**src/rtl/operand_fetch_if.sv**
```systemverilog
// Bundle of instruction, writeback and issue signals between operand_fetch and its neighbours.
interface operand_fetch_if;
  logic        instr_valid;
  logic [15:0] instr;
  logic        instr_ready;
  logic        wb_en;
  logic [3:0]  wb_addr;
  logic [15:0] wb_data;
  logic        alu_enable;
  logic [15:0] operand_one;
  logic [15:0] operand_two;
  logic [3:0]  opcode;
  logic [3:0]  imm_value;
  logic [3:0]  dest_addr;
  logic        ctrl_req;
  logic [3:0]  ctrl_opcode;
  logic [15:0] ctrl_word;
  logic        exc_div_zero;
  logic        halted;

  modport master (
    output instr_valid, instr, wb_en, wb_addr, wb_data,
    input  instr_ready, alu_enable, operand_one, operand_two, opcode, imm_value,
           dest_addr, ctrl_req, ctrl_opcode, ctrl_word, exc_div_zero, halted
  );

  modport slave (
    input  instr_valid, instr, wb_en, wb_addr, wb_data,
    output instr_ready, alu_enable, operand_one, operand_two, opcode, imm_value,
           dest_addr, ctrl_req, ctrl_opcode, ctrl_word, exc_div_zero, halted
  );
endinterface

```
**src/rtl/operand_fetch.sv**
```systemverilog
// Operand fetch: register file, pending-write scoreboard, hazard stall/forwarding and
// one-cycle issue of ALU operands or control requests.
module operand_fetch #(
  parameter bit FWD_EN = 1'b1
) (
  input  logic             clk,
  input  logic             reset,
  operand_fetch_if.slave   bus
);

  localparam int DATA_W = 16;

  typedef enum logic {S_RUN, S_HALTED} state_t;

  function automatic logic is_ctrl_op(input logic [3:0] op);
    case (op)
      4'h8, 4'h9, 4'hA, 4'hF: is_ctrl_op = 1'b1;
      default:                is_ctrl_op = 1'b0;
    endcase
  endfunction

  function automatic logic uses_rt(input logic [3:0] op);
    case (op)
      4'h0, 4'h2, 4'h4, 4'h6, 4'hB, 4'hC, 4'hE: uses_rt = 1'b1;
      default:                                  uses_rt = 1'b0;
    endcase
  endfunction

  state_t             r_state;
  state_t             w_state_nxt;
  logic [DATA_W-1:0]  r_rf [16];
  logic [15:0]        r_pending;

  logic               r_alu_enable;
  logic [DATA_W-1:0]  r_operand_one;
  logic [DATA_W-1:0]  r_operand_two;
  logic [3:0]         r_opcode;
  logic [3:0]         r_imm_value;
  logic [3:0]         r_dest_addr;
  logic               r_ctrl_req;
  logic [3:0]         r_ctrl_opcode;
  logic [15:0]        r_ctrl_word;
  logic               r_exc_div_zero;

  logic [3:0]         w_op;
  logic [3:0]         w_rd;
  logic [3:0]         w_rs;
  logic [3:0]         w_rt;
  logic               w_is_ctrl;
  logic               w_uses_rt;
  logic [15:0]        w_wb_mask;
  logic [15:0]        w_pend_eff;
  logic               w_fwd_block;
  logic               w_hazard;
  logic               w_ready;
  logic               w_accept;
  logic [DATA_W-1:0]  w_rs_val;
  logic [DATA_W-1:0]  w_rt_val;
  logic               w_div_zero;
  logic               w_issue;
  logic               w_ctrl_acc;
  logic [15:0]        w_pend_nxt;

  assign w_op      = bus.instr[15:12];
  assign w_rd      = bus.instr[11:8];
  assign w_rs      = bus.instr[7:4];
  assign w_rt      = bus.instr[3:0];
  assign w_is_ctrl = is_ctrl_op(w_op);
  assign w_uses_rt = uses_rt(w_op);

  // The writeback clear is applied before the hazard check so a completing write unblocks this cycle.
  assign w_wb_mask  = bus.wb_en ? (16'h0001 << bus.wb_addr) : 16'h0000;
  assign w_pend_eff = r_pending & ~w_wb_mask;

  assign w_fwd_block = !FWD_EN && bus.wb_en &&
                       ((bus.wb_addr == w_rs) || (w_uses_rt && (bus.wb_addr == w_rt)));
  assign w_hazard    = w_pend_eff[w_rs] || (w_uses_rt && w_pend_eff[w_rt]) ||
                       w_pend_eff[w_rd] || w_fwd_block;

  assign w_rs_val = (FWD_EN && bus.wb_en && (bus.wb_addr == w_rs)) ? bus.wb_data : r_rf[w_rs];
  assign w_rt_val = (FWD_EN && bus.wb_en && (bus.wb_addr == w_rt)) ? bus.wb_data : r_rf[w_rt];

  assign w_accept   = bus.instr_valid && w_ready;
  assign w_ctrl_acc = w_accept && w_is_ctrl;
  assign w_div_zero = w_accept && !w_is_ctrl &&
                      (((w_op == 4'h6) && (w_rt_val == '0)) || ((w_op == 4'h7) && (w_rt == 4'h0)));
  assign w_issue    = w_accept && !w_is_ctrl && !w_div_zero;
  assign w_pend_nxt = w_pend_eff | (w_issue ? (16'h0001 << w_rd) : 16'h0000);

  always_ff @(posedge clk) begin
    if (reset) r_state <= S_RUN;
    else       r_state <= w_state_nxt;
  end

  always_comb begin
    w_state_nxt = r_state;
    w_ready     = 1'b0;
    bus.halted  = 1'b0;
    case (r_state)
      S_RUN: begin
        w_ready = w_is_ctrl || !w_hazard;
        if (w_ctrl_acc && (w_op == 4'hF)) w_state_nxt = S_HALTED;
      end
      S_HALTED: bus.halted = 1'b1;
      default:  w_state_nxt = S_RUN;
    endcase
  end

  assign bus.instr_ready = w_ready;

  // Issue stage boundary: everything below is registered toward the ALU / control unit.
  always_ff @(posedge clk) begin
    if (reset) begin
      for (int i = 0; i < 16; i++) r_rf[i] <= '0;
      r_pending      <= '0;
      r_alu_enable   <= 1'b0;
      r_operand_one  <= '0;
      r_operand_two  <= '0;
      r_opcode       <= '0;
      r_imm_value    <= '0;
      r_dest_addr    <= '0;
      r_ctrl_req     <= 1'b0;
      r_ctrl_opcode  <= '0;
      r_ctrl_word    <= '0;
      r_exc_div_zero <= 1'b0;
    end else begin
      if (bus.wb_en) r_rf[bus.wb_addr] <= bus.wb_data;
      r_pending      <= w_pend_nxt;
      r_alu_enable   <= w_issue;
      r_ctrl_req     <= w_ctrl_acc;
      r_exc_div_zero <= w_div_zero;
      if (w_issue) begin
        r_operand_one <= w_rs_val;
        r_operand_two <= w_uses_rt ? w_rt_val : '0;
        r_opcode      <= w_op;
        r_imm_value   <= w_rt;
        r_dest_addr   <= w_rd;
      end
      if (w_ctrl_acc) begin
        r_ctrl_opcode <= w_op;
        r_ctrl_word   <= bus.instr;
      end
    end
  end

  assign bus.alu_enable   = r_alu_enable;
  assign bus.operand_one  = r_operand_one;
  assign bus.operand_two  = r_operand_two;
  assign bus.opcode       = r_opcode;
  assign bus.imm_value    = r_imm_value;
  assign bus.dest_addr    = r_dest_addr;
  assign bus.ctrl_req     = r_ctrl_req;
  assign bus.ctrl_opcode  = r_ctrl_opcode;
  assign bus.ctrl_word    = r_ctrl_word;
  assign bus.exc_div_zero = r_exc_div_zero;

endmodule

```
**src/flat_wrapper.sv**
```systemverilog
// flat-port wrapper written by rule: the top's interface ports become plain ports
module operand_fetch_flat 
#(
  parameter bit FWD_EN = 1'b1
)
  (clk, reset, bus_instr_valid, bus_instr, bus_wb_en, bus_wb_addr, bus_wb_data, bus_instr_ready, bus_alu_enable, bus_operand_one, bus_operand_two, bus_opcode, bus_imm_value, bus_dest_addr, bus_ctrl_req, bus_ctrl_opcode, bus_ctrl_word, bus_exc_div_zero, bus_halted);
  operand_fetch_if bus_i ();
  input  logic clk;
  input  logic reset;
  input wire logic [$bits(bus_i.instr_valid)-1:0] bus_instr_valid;
  input wire logic [$bits(bus_i.instr)-1:0] bus_instr;
  input wire logic [$bits(bus_i.wb_en)-1:0] bus_wb_en;
  input wire logic [$bits(bus_i.wb_addr)-1:0] bus_wb_addr;
  input wire logic [$bits(bus_i.wb_data)-1:0] bus_wb_data;
  output wire logic [$bits(bus_i.instr_ready)-1:0] bus_instr_ready;
  output wire logic [$bits(bus_i.alu_enable)-1:0] bus_alu_enable;
  output wire logic [$bits(bus_i.operand_one)-1:0] bus_operand_one;
  output wire logic [$bits(bus_i.operand_two)-1:0] bus_operand_two;
  output wire logic [$bits(bus_i.opcode)-1:0] bus_opcode;
  output wire logic [$bits(bus_i.imm_value)-1:0] bus_imm_value;
  output wire logic [$bits(bus_i.dest_addr)-1:0] bus_dest_addr;
  output wire logic [$bits(bus_i.ctrl_req)-1:0] bus_ctrl_req;
  output wire logic [$bits(bus_i.ctrl_opcode)-1:0] bus_ctrl_opcode;
  output wire logic [$bits(bus_i.ctrl_word)-1:0] bus_ctrl_word;
  output wire logic [$bits(bus_i.exc_div_zero)-1:0] bus_exc_div_zero;
  output wire logic [$bits(bus_i.halted)-1:0] bus_halted;
  assign bus_i.instr_valid = bus_instr_valid;
  assign bus_i.instr = bus_instr;
  assign bus_i.wb_en = bus_wb_en;
  assign bus_i.wb_addr = bus_wb_addr;
  assign bus_i.wb_data = bus_wb_data;
  assign bus_instr_ready = bus_i.instr_ready;
  assign bus_alu_enable = bus_i.alu_enable;
  assign bus_operand_one = bus_i.operand_one;
  assign bus_operand_two = bus_i.operand_two;
  assign bus_opcode = bus_i.opcode;
  assign bus_imm_value = bus_i.imm_value;
  assign bus_dest_addr = bus_i.dest_addr;
  assign bus_ctrl_req = bus_i.ctrl_req;
  assign bus_ctrl_opcode = bus_i.ctrl_opcode;
  assign bus_ctrl_word = bus_i.ctrl_word;
  assign bus_exc_div_zero = bus_i.exc_div_zero;
  assign bus_halted = bus_i.halted;
  operand_fetch #(.FWD_EN(FWD_EN)) u_core (.clk(clk), .reset(reset), .bus(bus_i));
endmodule
```
**config.mk**
```make
export PLATFORM = sky130hd
export DESIGN_NAME = operand_fetch_flat
export DESIGN_NICKNAME = d
export VERILOG_FILES = /design/src/rtl/operand_fetch_if.sv /design/src/rtl/operand_fetch.sv /design/src/flat_wrapper.sv
export SDC_FILE = /design/constraint.sdc
export NUM_CORES = 1
export LEC_CHECK = 0
export BUFFER_PORTS_ARGS = -buffer_cell sky130_fd_sc_hd__buf_2
export CORE_UTILIZATION = 55
export DETAILED_ROUTE_END_ITERATION = 10
export GPL_ROUTABILITY_DRIVEN = 0
export HOLD_SLACK_MARGIN = 0.1
export PLACE_DENSITY = 0.76
export SLEW_MARGIN = 25
export SYNTH_ARGS = -nofsm -noshare
export SYNTH_HDL_FRONTEND = slang
export SYNTH_SLANG_ARGS = --single-unit
```
**constraint.sdc**
```tcl
create_clock -name clk -period 3.11 [get_ports clk]
set_input_delay 0.311 -clock clk [delete_from_list [all_inputs] [get_ports clk]]
set_output_delay 0.311 -clock clk [all_outputs]
set_load 0.005 [all_outputs]
```
==> metrics.txt <==
wire length of the first global-routing pass=84300 µm; pwr/cell area=535 mW/mm²; Synth-to-Final Area Change=18.3%; Synth Instances=1420; WL final=56100 µm; Port Buffer Count=108; Core Box Area=0.0320 mm²; Max clock buf depth=3; drt pass-1 iters=6; fin worst setup slack=0.0982 ns; Hold Crit Start=bus_instr[4]; NumNets Final=1637; Placed Instances=1990; worst-margin pin slew=0.773 ns; CP required=2.80 ns; Rel. slew slack=48.5%; TritonCTS clock tree=done; vias in the first global route=13500; hold depth=3; FF-to-FF setup slack=0.13 ns; Startpoint Class=input pin; Final Hold Viols=0; HPWL Detailed=36900 µm; Critical Path End Type=output pin; pre-CTS setup slack=-0.339 ns; CP arrival=2.70 ns; Worst Hold Path EP=u_core.bus.ctrl_word[4]$_SDFFE_PP0P_; total gr overflow=0; ranking of synthesized cells by area=edfxtp_1, mux4_2, and2_1; largest net degree at the start of global routing=80; Post-CTS Setup Inserts=0; worst hold slack=0.121 ns; TNS Setup=0 ns; synthesized area per cell=12.7 µm²; FILL cells=2260; Root Driver=clkbuf_16; die area=0.0336 mm²; All-Layer GR Usage=34.1%; Final setup viols=0; period utilization=96.8%; most frequent cells in the layout=and2_1, edfxtp_1, buf_4; Pleak=8.00 nW; Max Slew Vio Count=0; Max FO, Critical Path=5; htree depth=2; residual DRC count=0; worst-skew pair later-pin latency=0.54 ns; post-synthesis cell area=0.0181 mm²; post-route antenna net violation count=0; Post-synth EDFFs=256; commonest non-fill, non-tap cell in the layout=and2_1; VDD IR-drop max=0.324 mV; Worst-path clk slew=0.05 ns; CTS buffer count=37; Die Span X=183 µm; main flop type after synthesis=edfxtp_1; Fmax=0.332 GHz; Sink Count=336; vias per inst=6.67; post-synth net total=1460; initial core utilization=56.5%; Worst Reg-to-Reg Cells=10; critical path class=in2out; register area share after synthesis=51.4%; Final min period=3.01 ns; post-synthesis register bit count=336; number of max-cap violations=0; Hold Path Class=in2reg; clock skew=0.0191 ns; average wire per standard cell=27.2 µm; FF-to-FF End=u_core.bus.operand_one[9]$_SDFFE_PP0P_; yosys warns=0; IO Count=109; worst reg2reg startpoint=u_core.r_rf[6][15]$_SDFFCE_PN0P_; Iteration-0 DRC Markers=2161; share of layout cells above drive strength 1=32.1%; chip height=183 µm; Finished Layout Cells=2063; count of different cell masters after synthesis=67; vias=13800; row count=65; post-synth top area cell=edfxtp_1; Yosys top cell area share=42.6%; initial antenna violation count=4; outcome=finished clean; Post-synth ARST share=0%; RSZ-0062 raised after global routing=no
-- flip-flops by register name (all words and copies together) (netlist names) --
name,cells
u_core.bus.exc_div_zero,1
u_core.bus.operand_one,16
u_core.bus.ctrl_req,1
u_core.bus.dest_addr,4
u_core.r_rf,256
u_core.r_state,1
u_core.bus.ctrl_opcode,1
u_core.bus.ctrl_word,15
u_core.bus.imm_value,4
u_core.bus.operand_two,16
u_core.bus.alu_enable,1
u_core.bus.opcode,4
u_core.r_pending,16
-- cell type report --
type                    instances  area (µm²)  area share, %
inverters                       5        18.8         0.0879
repair buffers                287        2040           9.54
well taps                     435         544           2.55
flip-flops and latches        336        9290           43.5
diodes                          3        7.51         0.0351
clock inverters                16         180          0.844
clock buffers                  51        1070           5.03
multi-input cells             930        8210           38.4
-- power breakdown --
group	total (W)	leakage [nW]	internal (W)	switching [W]
Sequential	0.00524	3.10	0.00509	0.000153
Clock	0.00457	0.623	0.00275	0.00181
Combinational	0.00162	4.27	0.000726	0.000897
Total	0.0114	8.00	0.00857	0.00286
-- synthesized netlist by cell type, types with 24 or more instances --
cell and n:
and2_1 259, clkbuf_1 96, a21oi_1 40, a211oi_1 24, dfxtp_1 80, nand2_1 84, mux4_2 131, nor2_1 41
o21ai_0 40, mux2i_1 65, edfxtp_1 256, nand4_1 24
-- routing by layer --
layer  wire length, µm  vias up  track usage [%]
met5                 9        -                0
li1                  -     5779                -
met4              2650        2             15.2
met2             26600     1032             55.8
met3              6560      206             7.15
met1             20300     6751             43.9
-- per-stage QoR --
stage	util, %	power (W)	area (µm²)
2_1_floorplan	-	0.00620	18100
3_3_place_gp	62.6	0.00683	20000
3_5_place_dp	62.6	0.00688	20000
4_1_cts	66.7	0.0114	21300
5_1_grt	66.8	0.0117	21400
6_report	66.8	0.0114	21400
-- worst max-delay path, stage by stage --
cell       delay [ns]
buf_2            0.11
or3b_1           0.40
buf_4            0.19
o221ai_1         0.22
o2111ai_2        0.17
a221oi_2         0.20
o211a_1          0.24
buf_4            0.13
or3b_4           0.40
a21oi_2          0.19
buf_2            0.14
-- kinds of logic (layout without fill, tap and decap cells) --
group,Yosys count,count (layout),synth area share (%)
and+or+nand+nor,493,493,15.6
DFF,336,336,51.4
AOI/OAI and AO/OA,223,223,8.25
muxes,205,205,20.5
buffers and inverters,154,359,3.77
xor gates and xnor gates,9,9,0.437
other,0,3,0
-- worst max-delay path by stage --
| stage | from | endpoint |
|---|---|---|
| CTS | bus_wb_addr[2] | bus_instr_ready |
| global route | u_core.r_rf[0][1]$_SDFFCE_PN0P_ | u_core.bus.operand_one[5]$_SDFFE_PP0P_ |
| finish | bus_wb_addr[2] | bus_instr_ready |
| detailed placement | bus_instr[0] | u_core.bus.operand_two[12]$_SDFFE_PP0P_ |
| global placement | bus_instr[0] | u_core.bus.operand_two[12]$_SDFFE_PP0P_ |
| floorplan | bus_instr[1] | u_core.bus.operand_two[2]$_SDFFE_PP0P_ |
-- what timing repair did --
| item | CTS | global route |
|---|---|---|
| endpoints found under the hold margin | 4 | 0 |
| resized for setup | 2 | 10 |
| pin swaps | 0 | 4 |
| endpoints found under the setup margin | 5 | 55 |
| hold buffers | 3 | 0 |
Note: power is estimated with default switching activity, not from simulation.
